File: config.mk
export PLATFORM = sky130hd
export DESIGN_NAME = pipelined_barrel_shifter
export DESIGN_NICKNAME = d
export VERILOG_FILES = /design/src/rtl/bsh_pkg.sv /design/src/rtl/bsh_stage.sv /design/src/rtl/pipelined_barrel_shifter.sv
export SDC_FILE = /design/constraint.sdc
export NUM_CORES = 1
export LEC_CHECK = 0
export CORE_MARGIN = 2
export CORE_UTILIZATION = 55
export CTS_CLUSTER_DIAMETER = 30
export DETAILED_ROUTE_END_ITERATION = 7
export GPL_ROUTABILITY_DRIVEN = 0
export GPL_TIMING_DRIVEN = 0
export HOLD_SLACK_MARGIN = 0.02
export PLACE_DENSITY_LB_ADDON = 0.05
export SYNTH_ARGS = -nofsm -noshare
export SYNTH_HDL_FRONTEND = slang
export SYNTH_SLANG_ARGS = --single-unit
File: constraint.sdc
create_clock -name clk -period 2.4 [get_ports clk]
set_input_delay 0.24 -clock clk [delete_from_list [all_inputs] [get_ports clk]]
set_output_delay 0.24 -clock clk [all_outputs]
set_load 0.02 [all_outputs]
File: src/rtl/bsh_pkg.sv
// Shared op codes, stage-record field widths and fill helper for the pipelined barrel shifter.
package bsh_pkg;

  localparam int unsigned OP_W    = 3;
  localparam int unsigned VALID_W = 1;

  localparam logic [OP_W-1:0] OP_SLL = 3'd0;
  localparam logic [OP_W-1:0] OP_SRL = 3'd1;
  localparam logic [OP_W-1:0] OP_SRA = 3'd2;
  localparam logic [OP_W-1:0] OP_ROL = 3'd3;
  localparam logic [OP_W-1:0] OP_ROR = 3'd4;

  // The running MSB equals the original sign bit, since earlier SRA stages fill with it.
  function automatic logic fill_bit(input logic [OP_W-1:0] op, input logic msb);
    return (op == OP_SRA) ? msb : 1'b0;
  endfunction

endpackage

File: src/rtl/bsh_stage.sv
// One barrel-shifter stage: shift/rotate by DIST when its amount bit is set, then register.
// Carry tracking is built only when BSH_CARRY_OUT_EN is defined.
module bsh_stage
  import bsh_pkg::*;
#(
  parameter  int unsigned WIDTH = 8,
  parameter  int unsigned DIST  = 1,
  localparam int unsigned SHW   = $clog2(WIDTH),
  localparam int unsigned K     = $clog2(DIST)
) (
  input  logic                 clk,
  input  logic                 rst_n,
  input  logic                 i_en,
  input  logic [VALID_W-1:0]   i_valid,
  input  logic [WIDTH-1:0]     i_data,
  input  logic [SHW-1:0]       i_amt,
  input  logic [OP_W-1:0]      i_op,
`ifdef BSH_CARRY_OUT_EN
  input  logic                 i_carry,
  output logic                 o_carry,
`endif
  output logic [VALID_W-1:0]   o_valid,
  output logic [WIDTH-1:0]     o_data,
  output logic [SHW-1:0]       o_amt,
  output logic [OP_W-1:0]      o_op
);

  logic [WIDTH-1:0]   w_res;
  logic [WIDTH-1:0]   w_fill_mask;
  logic               w_fill;

  logic [VALID_W-1:0] r_valid;
  logic [WIDTH-1:0]   r_data;
  logic [SHW-1:0]     r_amt;
  logic [OP_W-1:0]    r_op;

  assign w_fill      = fill_bit(i_op, i_data[WIDTH-1]);
  assign w_fill_mask = ~({WIDTH{1'b1}} >> DIST);

  always_comb begin
    w_res = i_data;
    if (i_amt[K]) begin
      case (i_op)
        OP_SLL:         w_res = i_data << DIST;
        OP_SRL, OP_SRA: w_res = (i_data >> DIST) | (w_fill ? w_fill_mask : '0);
        OP_ROL:         w_res = (i_data << DIST) | (i_data >> (WIDTH - DIST));
        OP_ROR:         w_res = (i_data >> DIST) | (i_data << (WIDTH - DIST));
        default:        w_res = i_data;
      endcase
    end
  end

  always_ff @(posedge clk) begin
    if (!rst_n) begin
      r_valid <= '0;
      r_data  <= '0;
      r_amt   <= '0;
      r_op    <= '0;
    end else if (i_en) begin
      r_valid <= i_valid;
      r_data  <= w_res;
      r_amt   <= i_amt;
      r_op    <= i_op;
    end
  end

  assign o_valid = r_valid;
  assign o_data  = r_data;
  assign o_amt   = r_amt;
  assign o_op    = r_op;

`ifdef BSH_CARRY_OUT_EN
  logic w_carry;
  logic r_carry;

  // The last active stage owns the carry; inactive stages forward it untouched.
  always_comb begin
    w_carry = i_carry;
    if (i_amt[K]) begin
      case (i_op)
        OP_SLL:         w_carry = i_data[WIDTH-DIST];
        OP_SRL, OP_SRA: w_carry = i_data[DIST-1];
        OP_ROL:         w_carry = w_res[0];
        OP_ROR:         w_carry = w_res[WIDTH-1];
        default:        w_carry = i_carry;
      endcase
    end
  end

  always_ff @(posedge clk) begin
    if (!rst_n) begin
      r_carry <= 1'b0;
    end else if (i_en) begin
      r_carry <= w_carry;
    end
  end

  assign o_carry = r_carry;
`endif

endmodule

File: src/rtl/pipelined_barrel_shifter.sv
// Fully pipelined barrel shifter, one stage per amount bit, valid/ready on both sides.
// Optional out_carry port is enabled by defining BSH_CARRY_OUT_EN.
module pipelined_barrel_shifter
  import bsh_pkg::*;
#(
  parameter  int unsigned WIDTH  = 8,
  localparam int unsigned SHW    = $clog2(WIDTH),
  localparam int unsigned STAGES = SHW
) (
  input  logic             clk,
  input  logic             rst_n,
  input  logic             in_valid,
  output logic             in_ready,
  input  logic [WIDTH-1:0] in_data,
  input  logic [SHW-1:0]   in_amt,
  input  logic [2:0]       in_op,
  output logic             out_valid,
  input  logic             out_ready,
`ifdef BSH_CARRY_OUT_EN
  output logic             out_carry,
`endif
  output logic [WIDTH-1:0] out_data
);

  logic                             w_adv;
  logic [STAGES:0]                  w_valid;
  logic [STAGES:0][WIDTH-1:0]       w_data;
  logic [STAGES:0][SHW-1:0]         w_amt;
  logic [STAGES:0][OP_W-1:0]        w_op;
  logic                             w_unused_tail;

  // Whole pipe advances together; a held output freezes every stage.
  assign w_adv    = ~w_valid[STAGES] | out_ready;
  assign in_ready = w_adv;

  assign w_valid[0] = in_valid;
  assign w_data[0]  = in_data;
  assign w_amt[0]   = in_amt;
  assign w_op[0]    = in_op;

`ifdef BSH_CARRY_OUT_EN
  logic [STAGES:0] w_carry;
  assign w_carry[0] = 1'b0;
  assign out_carry  = w_carry[STAGES];
`endif

  for (genvar k = 0; k < STAGES; k++) begin : g_stage
    bsh_stage #(
      .WIDTH (WIDTH),
      .DIST  (2 ** k)
    ) u_stage (
      .clk     (clk),
      .rst_n   (rst_n),
      .i_en    (w_adv),
      .i_valid (w_valid[k]),
      .i_data  (w_data[k]),
      .i_amt   (w_amt[k]),
      .i_op    (w_op[k]),
`ifdef BSH_CARRY_OUT_EN
      .i_carry (w_carry[k]),
      .o_carry (w_carry[k+1]),
`endif
      .o_valid (w_valid[k+1]),
      .o_data  (w_data[k+1]),
      .o_amt   (w_amt[k+1]),
      .o_op    (w_op[k+1])
    );
  end

  assign out_valid     = w_valid[STAGES];
  assign out_data      = w_data[STAGES];
  assign w_unused_tail = ^{w_amt[STAGES], w_op[STAGES]};

endmodule

# Yosys cells after proc, flatten, opt, wreduce, memory -nomap -nowiden
# Index checks and enable logic that the tools add are counted.
# word_totals
regBits	39
input_bits	18
output_inout_bits	10
word_cells	51
# classes
eq_ne	12
muxes	12
bitwise_logic	10
reduce_logical	7
# op_table
op	count
8-bit case mux with 4 select lines	2
8-bit 2-to-1 mux	6
8-bit case mux with 3 select lines	1
3-bit by 2-bit equality test with 1-bit output, second input constant	6
6-bit by 8-bit OR with 8-bit output	2
7-bit by 8-bit OR with 8-bit output	2
3-bit by 1-bit equality test with 1-bit output, second input constant	3
3-bit equality test, second input constant	3
3-bit logical NOT	3
4-bit by 8-bit OR with 8-bit output	1
8-bit by 1-bit OR with 8-bit output	1
8-bit by 2-bit OR with 8-bit output	1
8-bit by 4-bit OR with 8-bit output	1
2-bit OR reduction	4
1-bit 2-to-1 mux	3
1-bit NOT	1
1-bit OR	1

# Longest topological paths before layout
# Gate-level depths: netlist of the first run.
# depth
depth_word	6
mapped_depth	7
mapped_depth_nobuf	5

# Modules after synthesis
# A second synthesis of the first run with hierarchy kept.
# hier_totals
cells_unflattened	297
hier_area_um2	2582.5
# by_module_without_submodules
module	n_inst	cells_each	area_each_um2
bsh_stage at g_stage[0].u_stage	1	104	925.9
bsh_stage at g_stage[1].u_stage	1	102	882.1
bsh_stage at g_stage[2].u_stage	1	90	768.2
pipelined_barrel_shifter	1	1	6.3

# Worst setup path after synthesis of the first run
# OpenSTA, ideal clock, no wires.
# synth_path
path_type	flip-flop to flip-flop
start	reg g_stage[2].u_stage.r_valid
end	reg g_stage[0].u_stage.r_data[0]
setup_ps	103
arrival_time_ps	1346
t_required_ps	2297
slack_ps	951
stages_incl_launch_ff	7
n_path_buf	2
synth_period_minus_slack_ps	1449
path_cell_list	dfxtp_1 -> nor2b_1 -> buf_2 -> inv_2 -> buf_2 -> and2_1 -> a2111oi_2
# synth_between
elab_chain_cells	2
# synth_lines
element	line_no	text
start, declared	bsh_stage.sv:32	logic [VALID_W-1:0] r_valid;
start signal, assigned	bsh_stage.sv:60	r_valid <= i_valid;
1-bit NOT	pipelined_barrel_shifter.sv:33	assign w_adv = ~w_valid[STAGES] | out_ready;
1-bit OR	pipelined_barrel_shifter.sv:33	
end signal, assigned	bsh_stage.sv:61	r_data <= w_res;
end, declared	bsh_stage.sv:33	logic [WIDTH-1:0] r_data;
# No other way between the ends.
# A chain may end at the register's enable or synchronous reset.

# Final worst setup path of the first run
# layout_path
start	in out_ready
end	out in_ready
# layout_between
elab_chain_cells	1
# layout_lines
element	line_no	text
start, declared	pipelined_barrel_shifter.sv:18	input logic out_ready,
1-bit OR	pipelined_barrel_shifter.sv:33	
end, declared	pipelined_barrel_shifter.sv:13	output logic in_ready,
# No other way between the ends.

==> impl_results.md, run 1 <==
* Worst skew pair latency at 300 ps
* CP dominant cell by count: buf_2
* Max Cap Viol at 0
* Fin. max-slew vios at 0
* Worst-path fanout max at 10
* Nets at 324
* CP Cell Sequence: clkdlybuf4s50_1, nor2b_1, buf_2, inv_2, buf_2, buf_2, clkdlybuf4s50_1
* #FFs+latches synth at 36
* Mapped cell area at 0.00214 sq mm
* Fmax at 433 MHz
* Final Util at 69.6%
* DIE WIDTH at 66.4 um
* Pre-CTS setup slack at 113 ps
* Ys async rst share at 0%
* Core footprint at 0.00369 sq mm
* Endpoints failing setup at 0
* Fill cells at 299
* Drt first-iter violations at 332
* First-pass GRT wire length at 9600 um
* Post-CTS Setup Bufs at 0
* Hold Buf Count CTS at 0
* CTS tree: yes
* DR top layer: met4
* Die Y-Extent at 66.4 um
* Yosys warns at 0
* Std cell rows at 22
* Slew margin rel. at 61.8%
* GRT overflow at 0
* Routed WL at 5960 um
* Vias at 2301
* Sum Neg Setup Slack at 0 ps
* Slowest stage delay, CP at 640 ps
* Worst setup SP type: primary input
* Post-synthesis cell type count at 48
* Seq. cell area at 721 sq um
* Met3 wire length at 586 um
* Period utilization at 96.3%
* Seq/Total Area, Yosys at 33.7%
* EDFF count, synth at 0
* Worst Tran Pin Value at 572 ps
* Post-route DRC at 0
* Final hold violation count at 0
* R2R Setup Slk at 820 ps
* Multi-input gate area at 0.00127 sq mm
* Dpl cells at 347
* Post-Syn Nets at 291
* Hold Crit Class: in -> reg
* Number of I/O port buffers at 26
* Clock sink total at 36
* Clock buffer depth at 2
* HPWL after detailed placement at 4150 um
* RSZ-0062 raised after global routing: false
* CP Class: in -> out
* Largest net degree at the start of global routing at 12
* Ant. Diodes at 0
* First-pass DRT Iterations at 5
* Worst Path Required at 2160 ps
* Mapped Avg Cell Area at 7.83 sq um
* Peak VDD IR at 0.000553 V
* Worst-path clk slew at 70 ps
* Num CTS Buffers at 5
* Starting Density at 58.0%
* Worst Slack Setup Final at 88.8 ps
* Worst EP arrival at 2070 ps
* Worst reg2reg path depth at 7
* Hold depth at 4
* Leak at 0.901 nW
* Clk root buf: clkbuf_8
* Io pins at 28
* Critical path capture point type: output port
* Post-Layout Cell Count at 355
* PD cells at 597 mW/mm^2
* Vias/cell at 6.48
* Htree depth at 2
* DRT met1 WL at 2660 um
* Fin crit period at 2310 ps
* WL per Instance at 16.8 um
* Dominant synthesized flop cell: dfxtp_1
* Antenna viol nets, final at 0
* Share of cells above drive strength 1 at 10.4%
* Cells after Synth at 273
* Status: finished clean
* Clk_skew at 6.20 ps
* Vias in the first global route at 1962
* GRT Total Usage at 29.0%
* Met2 WL at 2620 um
* Synth-to-layout area growth at 20.0%
* Initial antenna violation count at 0
* Slowest cell on crit path: clkdlybuf4s50_1
* Post-cts sizing count at 0
* Die area at 0.00440 sq mm
-- cells in the final DEF, fill, tap and decap left out, drive strengths merged, types with 2 or more instances in the layout --
cell type | netlist | layout
dfxtp | 36 | 36
a21oi | 36 | 36
nand2 | 29 | 29
clkdlybuf4s50 | 0 | 26
o21ai | 26 | 26
clkbuf | 9 | 15
nor2 | 14 | 14
buf | 14 | 14
inv | 8 | 8
nor3b | 7 | 7
a31oi | 7 | 7
nor3 | 6 | 6
mux2 | 6 | 6
o211ai | 5 | 5
mux2i | 5 | 5
a311oi | 5 | 5
a221oi | 5 | 5
o2bb2ai | 4 | 4
a211oi | 4 | 4
o221ai | 4 | 4
nand2b | 4 | 4
o22ai | 4 | 4
nor2b | 3 | 3
nand3 | 3 | 3
a32o | 3 | 3
o21bai | 3 | 3
or3b | 3 | 3
or3 | 2 | 2
o22a | 2 | 2
or2 | 2 | 2
o32ai | 2 | 2
nand3b | 2 | 2
xnor2 | 2 | 2
clkinv | 1 | 2
-- final timing paths --
path,startpoint,to
min reg2reg,g_stage[0].u_stage.o_amt[2],g_stage[0].u_stage.o_amt[2]
min,in_op[2],g_stage[0].u_stage.o_data[6]
max reg2reg,g_stage[2].u_stage.o_valid,g_stage[0].u_stage.o_data[1]
max,out_ready,in_ready
-- cell families (layout without fill, tap and decap cells) --
kind of cell	Yosys count	count (layout)	share of synthesized area, %
AOI/OAI and AO/OA	114	114	34.5
DFF	36	36	33.7
and+or+nand+nor	78	78	18.3
xor gates and xnor gates	2	2	1.17
buffers and inverters	32	66	6.85
muxes	11	11	5.50
-- area by class of cell --
class	count	area share, %
Multi-Input combinational cell	205	49.5
Sequential cell	36	28.1
Timing Repair Buffer	26	10.1
Buffer	23	4.39
Clock buffer	6	2.83
Tap cell	48	2.34
Clock inverter	2	1.37
Inverter	9	1.32
-- metal layers --
layer / up-vias / GRT usage (%)
li1: 1087 / -
met4: 0 / 8.93
met1: 1068 / 42.0
met3: 14 / 6.13
met2: 132 / 42.6
met5: - / 0
-- per-stage QoR --
step / hold WS, ps / area [sq um] / power, mW
floorplan: 380 / 2140 / 0.890
CTS: 351 / 2570 / 1.53
detailed placement: 450 / 2460 / 1.00
global route: 397 / 2570 / 1.59
finish: 362 / 2570 / 1.53
global placement: 443 / 2460 / 0.997
-- cell usage after synthesis (6+ instances only) --
cell      count  area, sq um
buf_2        12         60.1
o21ai_0      25          125
clkbuf_1      9         33.8
nor3_1        6         30.0
a31oi_1       7         43.8
dfxtp_1      36          721
nor2_1       14         52.6
nand2_1      29          109
inv_1         7         26.3
a21oi_1      35          175
nor3b_1       7         52.6
-- flip-flops by register name (all words and copies together), names as in the netlist --
name	flops
g_stage.u_stage.o_amt	3
g_stage.u_stage.o_data	24
g_stage.u_stage.o_op	6
g_stage.u_stage.o_valid	3
-- worst max-delay path, delay by kind of cell --
family,cells,cell delay [ps]
simple gates,1,40
buf+inv,6,1790
-- where the power goes --
group          leakage (nW)  internal, mW  switching [mW]
registers             0.297         0.640          0.0430
clock network        0.0552         0.308           0.224
logic                 0.549         0.148           0.168
(Power assumes the default switching activity.)
==> inputs of run 2 (changes only) <==
- CAP_MARGIN: default -> 20
- PLACE_DENSITY_LB_ADDON: 0.05 -> 0.08
==> run 2 against run 1 <==
Effect of this change: sequential share of layout area stayed put; clock power is 1% higher; global-route usage is 0.29 points higher; cell count stayed put; total power is 0.56% higher; sequential cell count stayed put; register-to-register slack worse by 30 ps; die area stayed put; routed wire length is 2.5% higher; setup slack worse by 8.8 ps; fmax is 0.38% lower; count of clock-buffer cells in the layout stayed put; highest routed layer unchanged.
==> impl_results.md, run 2 (synthesis gave the netlist of run 1 again) <==
* Clk_skew at 6.05 ps (was 6.20 ps)
* CTS tree: yes (unchanged)
* Vias/cell at 6.42 (was 6.48)
* Peak VDD IR at 0.000553 V (about the same)
* First-pass DRT Iterations at 7 (was 5)
* Vias in the first global route at 1984 (was 1962)
* Post-CTS Setup Bufs at 0 (unchanged)
* DIE WIDTH at 66.4 um (unchanged)
* PD cells at 600 mW/mm^2 (was 597 mW/mm^2)
* Slew margin rel. at 61.7% (was 61.8%)
* Hold endpoint: g_stage[0].u_stage.o_data[6] (unchanged)
* Final instance area at 0.00257 sq mm (unchanged)
* Worst-path fanout max at 10 (unchanged)
* Starting Density at 58.0% (unchanged)
* Worst EP arrival at 2080 ps (was 2070 ps)
* Clk root buf: clkbuf_8 (unchanged)
* HPWL after detailed placement at 4260 um (was 4150 um)
* Synth-to-layout area growth at 20.0% (unchanged)
* First-pass GRT wire length at 9760 um (was 9600 um)
* Worst Tran Pin Value at 573 ps (was 572 ps)
* Nets at 324 (unchanged)
* Pre-CTS setup slack at 103 ps (was 113 ps)
* Hold Crit Class: in -> reg (unchanged)
* Worst Slack Setup Final at 80.0 ps (was 88.8 ps)
* Clock sink total at 36 (unchanged)
* Die area at 0.00440 sq mm (unchanged)
* Post-cts sizing count at 0 (unchanged)
* WL per Instance at 17.2 um (was 16.8 um)
* Ant. Diodes at 0 (unchanged)
* Die Y-Extent at 66.4 um (unchanged)
* Routed WL at 6110 um (was 5960 um)
* Final hold violation count at 0 (unchanged)
* Worst Path Required at 2160 ps (about the same)
* Fmax at 431 MHz (was 433 MHz)
* Share of cells above drive strength 1 at 10.4% (unchanged)
* Endpoints failing setup at 0 (unchanged)
* Most frequent cells in the layout: dfxtp_1 (36), a21oi_1 (35), nand2_1 (29) (unchanged)
* Num CTS Buffers at 5 (unchanged)
* Hold depth at 4 (unchanged)
* Worst reg2reg path depth at 5 (was 7)
* RSZ-0062 raised after global routing: false (unchanged)
* Hold path start: in_op[2] (unchanged)
* Number of I/O port buffers at 26 (unchanged)
* Antenna viol nets, final at 0 (unchanged)
* Worst setup SP type: primary input (unchanged)
* Io pins at 28 (unchanged)
* Largest net degree at the start of global routing at 12 (unchanged)
* Clock buffer depth at 2 (unchanged)
* Critical path capture point type: output port (unchanged)
* Max reg flops at 24 (unchanged)
* Most common cell after layout, fill and taps aside: dfxtp_1 (unchanged)
* Fin crit period at 2320 ps (was 2310 ps)
* CP Class: in -> out (unchanged)
* Post-route DRC at 0 (unchanged)
* Std cell rows at 22 (unchanged)
* Final Util at 69.6% (unchanged)
* Design Power at 1.54 mW (was 1.53 mW)
* Worst-path clk slew at 80 ps (was 70 ps)
* Core footprint at 0.00369 sq mm (unchanged)
* Hold Buf Count CTS at 0 (unchanged)
* Drt first-iter violations at 245 (was 332)
* Crit path from: out_ready (unchanged)
* Max Cap Viol at 0 (unchanged)
* Reg-to-Reg Start: g_stage[0].u_stage.o_op[0] (was g_stage[2].u_stage.o_valid)
* Initial antenna violation count at 0 (unchanged)
* Worst reg2reg path endpoint: g_stage[1].u_stage.o_data[6] (was g_stage[0].u_stage.o_data[1])
* Fin. max-slew vios at 0 (unchanged)
* Sum Neg Setup Slack at 0 ps (unchanged)
* Vias at 2280 (was 2301)
* Cell Area, Placed at 0.00246 sq mm (unchanged)
* Period utilization at 96.7% (was 96.3%)
* Status: finished clean (unchanged)
* GRT Total Usage at 29.2% (was 29.0%)
* Worst skew pair latency at 300 ps (about the same)
* Htree depth at 2 (unchanged)
* GRT overflow at 0 (unchanged)
* R2R Setup Slk at 790 ps (was 820 ps)
* Leak at 0.901 nW (unchanged)
run 2: power by group:
| group | switching (mW) | internal [mW] |
|---|---|---|
| logic | 0.168 | 0.148 |
| registers | 0.0444 | 0.640 |
| clock network | 0.232 | 0.308 |
run 2: layout make-up:
type / instances / area (sq um)
Multi-Input combinational cell: 205 / 1270
Fill cell: 334 / 1120
Sequential cell: 36 / 721
Timing Repair Buffer: 26 / 260
Buffer: 23 / 113
Clock buffer: 6 / 72.6
Tap cell: 48 / 60.1
Clock inverter: 2 / 35.0
Inverter: 9 / 33.8
run 2: layer usage:
metal	GRT usage [%]	share of wire, %
met2	42.0	43
met5	0	0
met4	12.2	2.2
met3	6.64	7.9
met1	41.7	47
run 2: critical path, cell delays in order:
cell and delay, ps:
clkdlybuf4s50_1 450, nor2b_1 40, buf_2 160, inv_2 60, buf_2 200, buf_2 290
clkdlybuf4s50_1 650
run 2: worst max path at each step:
stage	to	slack (ps)	cells past startpoint
after floorplan	g_stage[0].u_stage.o_data[0]	950	6
after global placement	in_ready	100	7
final	in_ready	80	7
after CTS	in_ready	90	7
after global routing	in_ready	10	7
after detailed placement	in_ready	100	7
run 2: stage by stage:
stage,std cells,hold WS (ps)
2_1_floorplan,273,380
3_3_place_gp,347,441
3_5_place_dp,347,451
4_1_cts,355,367
5_1_grt,355,435
6_report,355,348
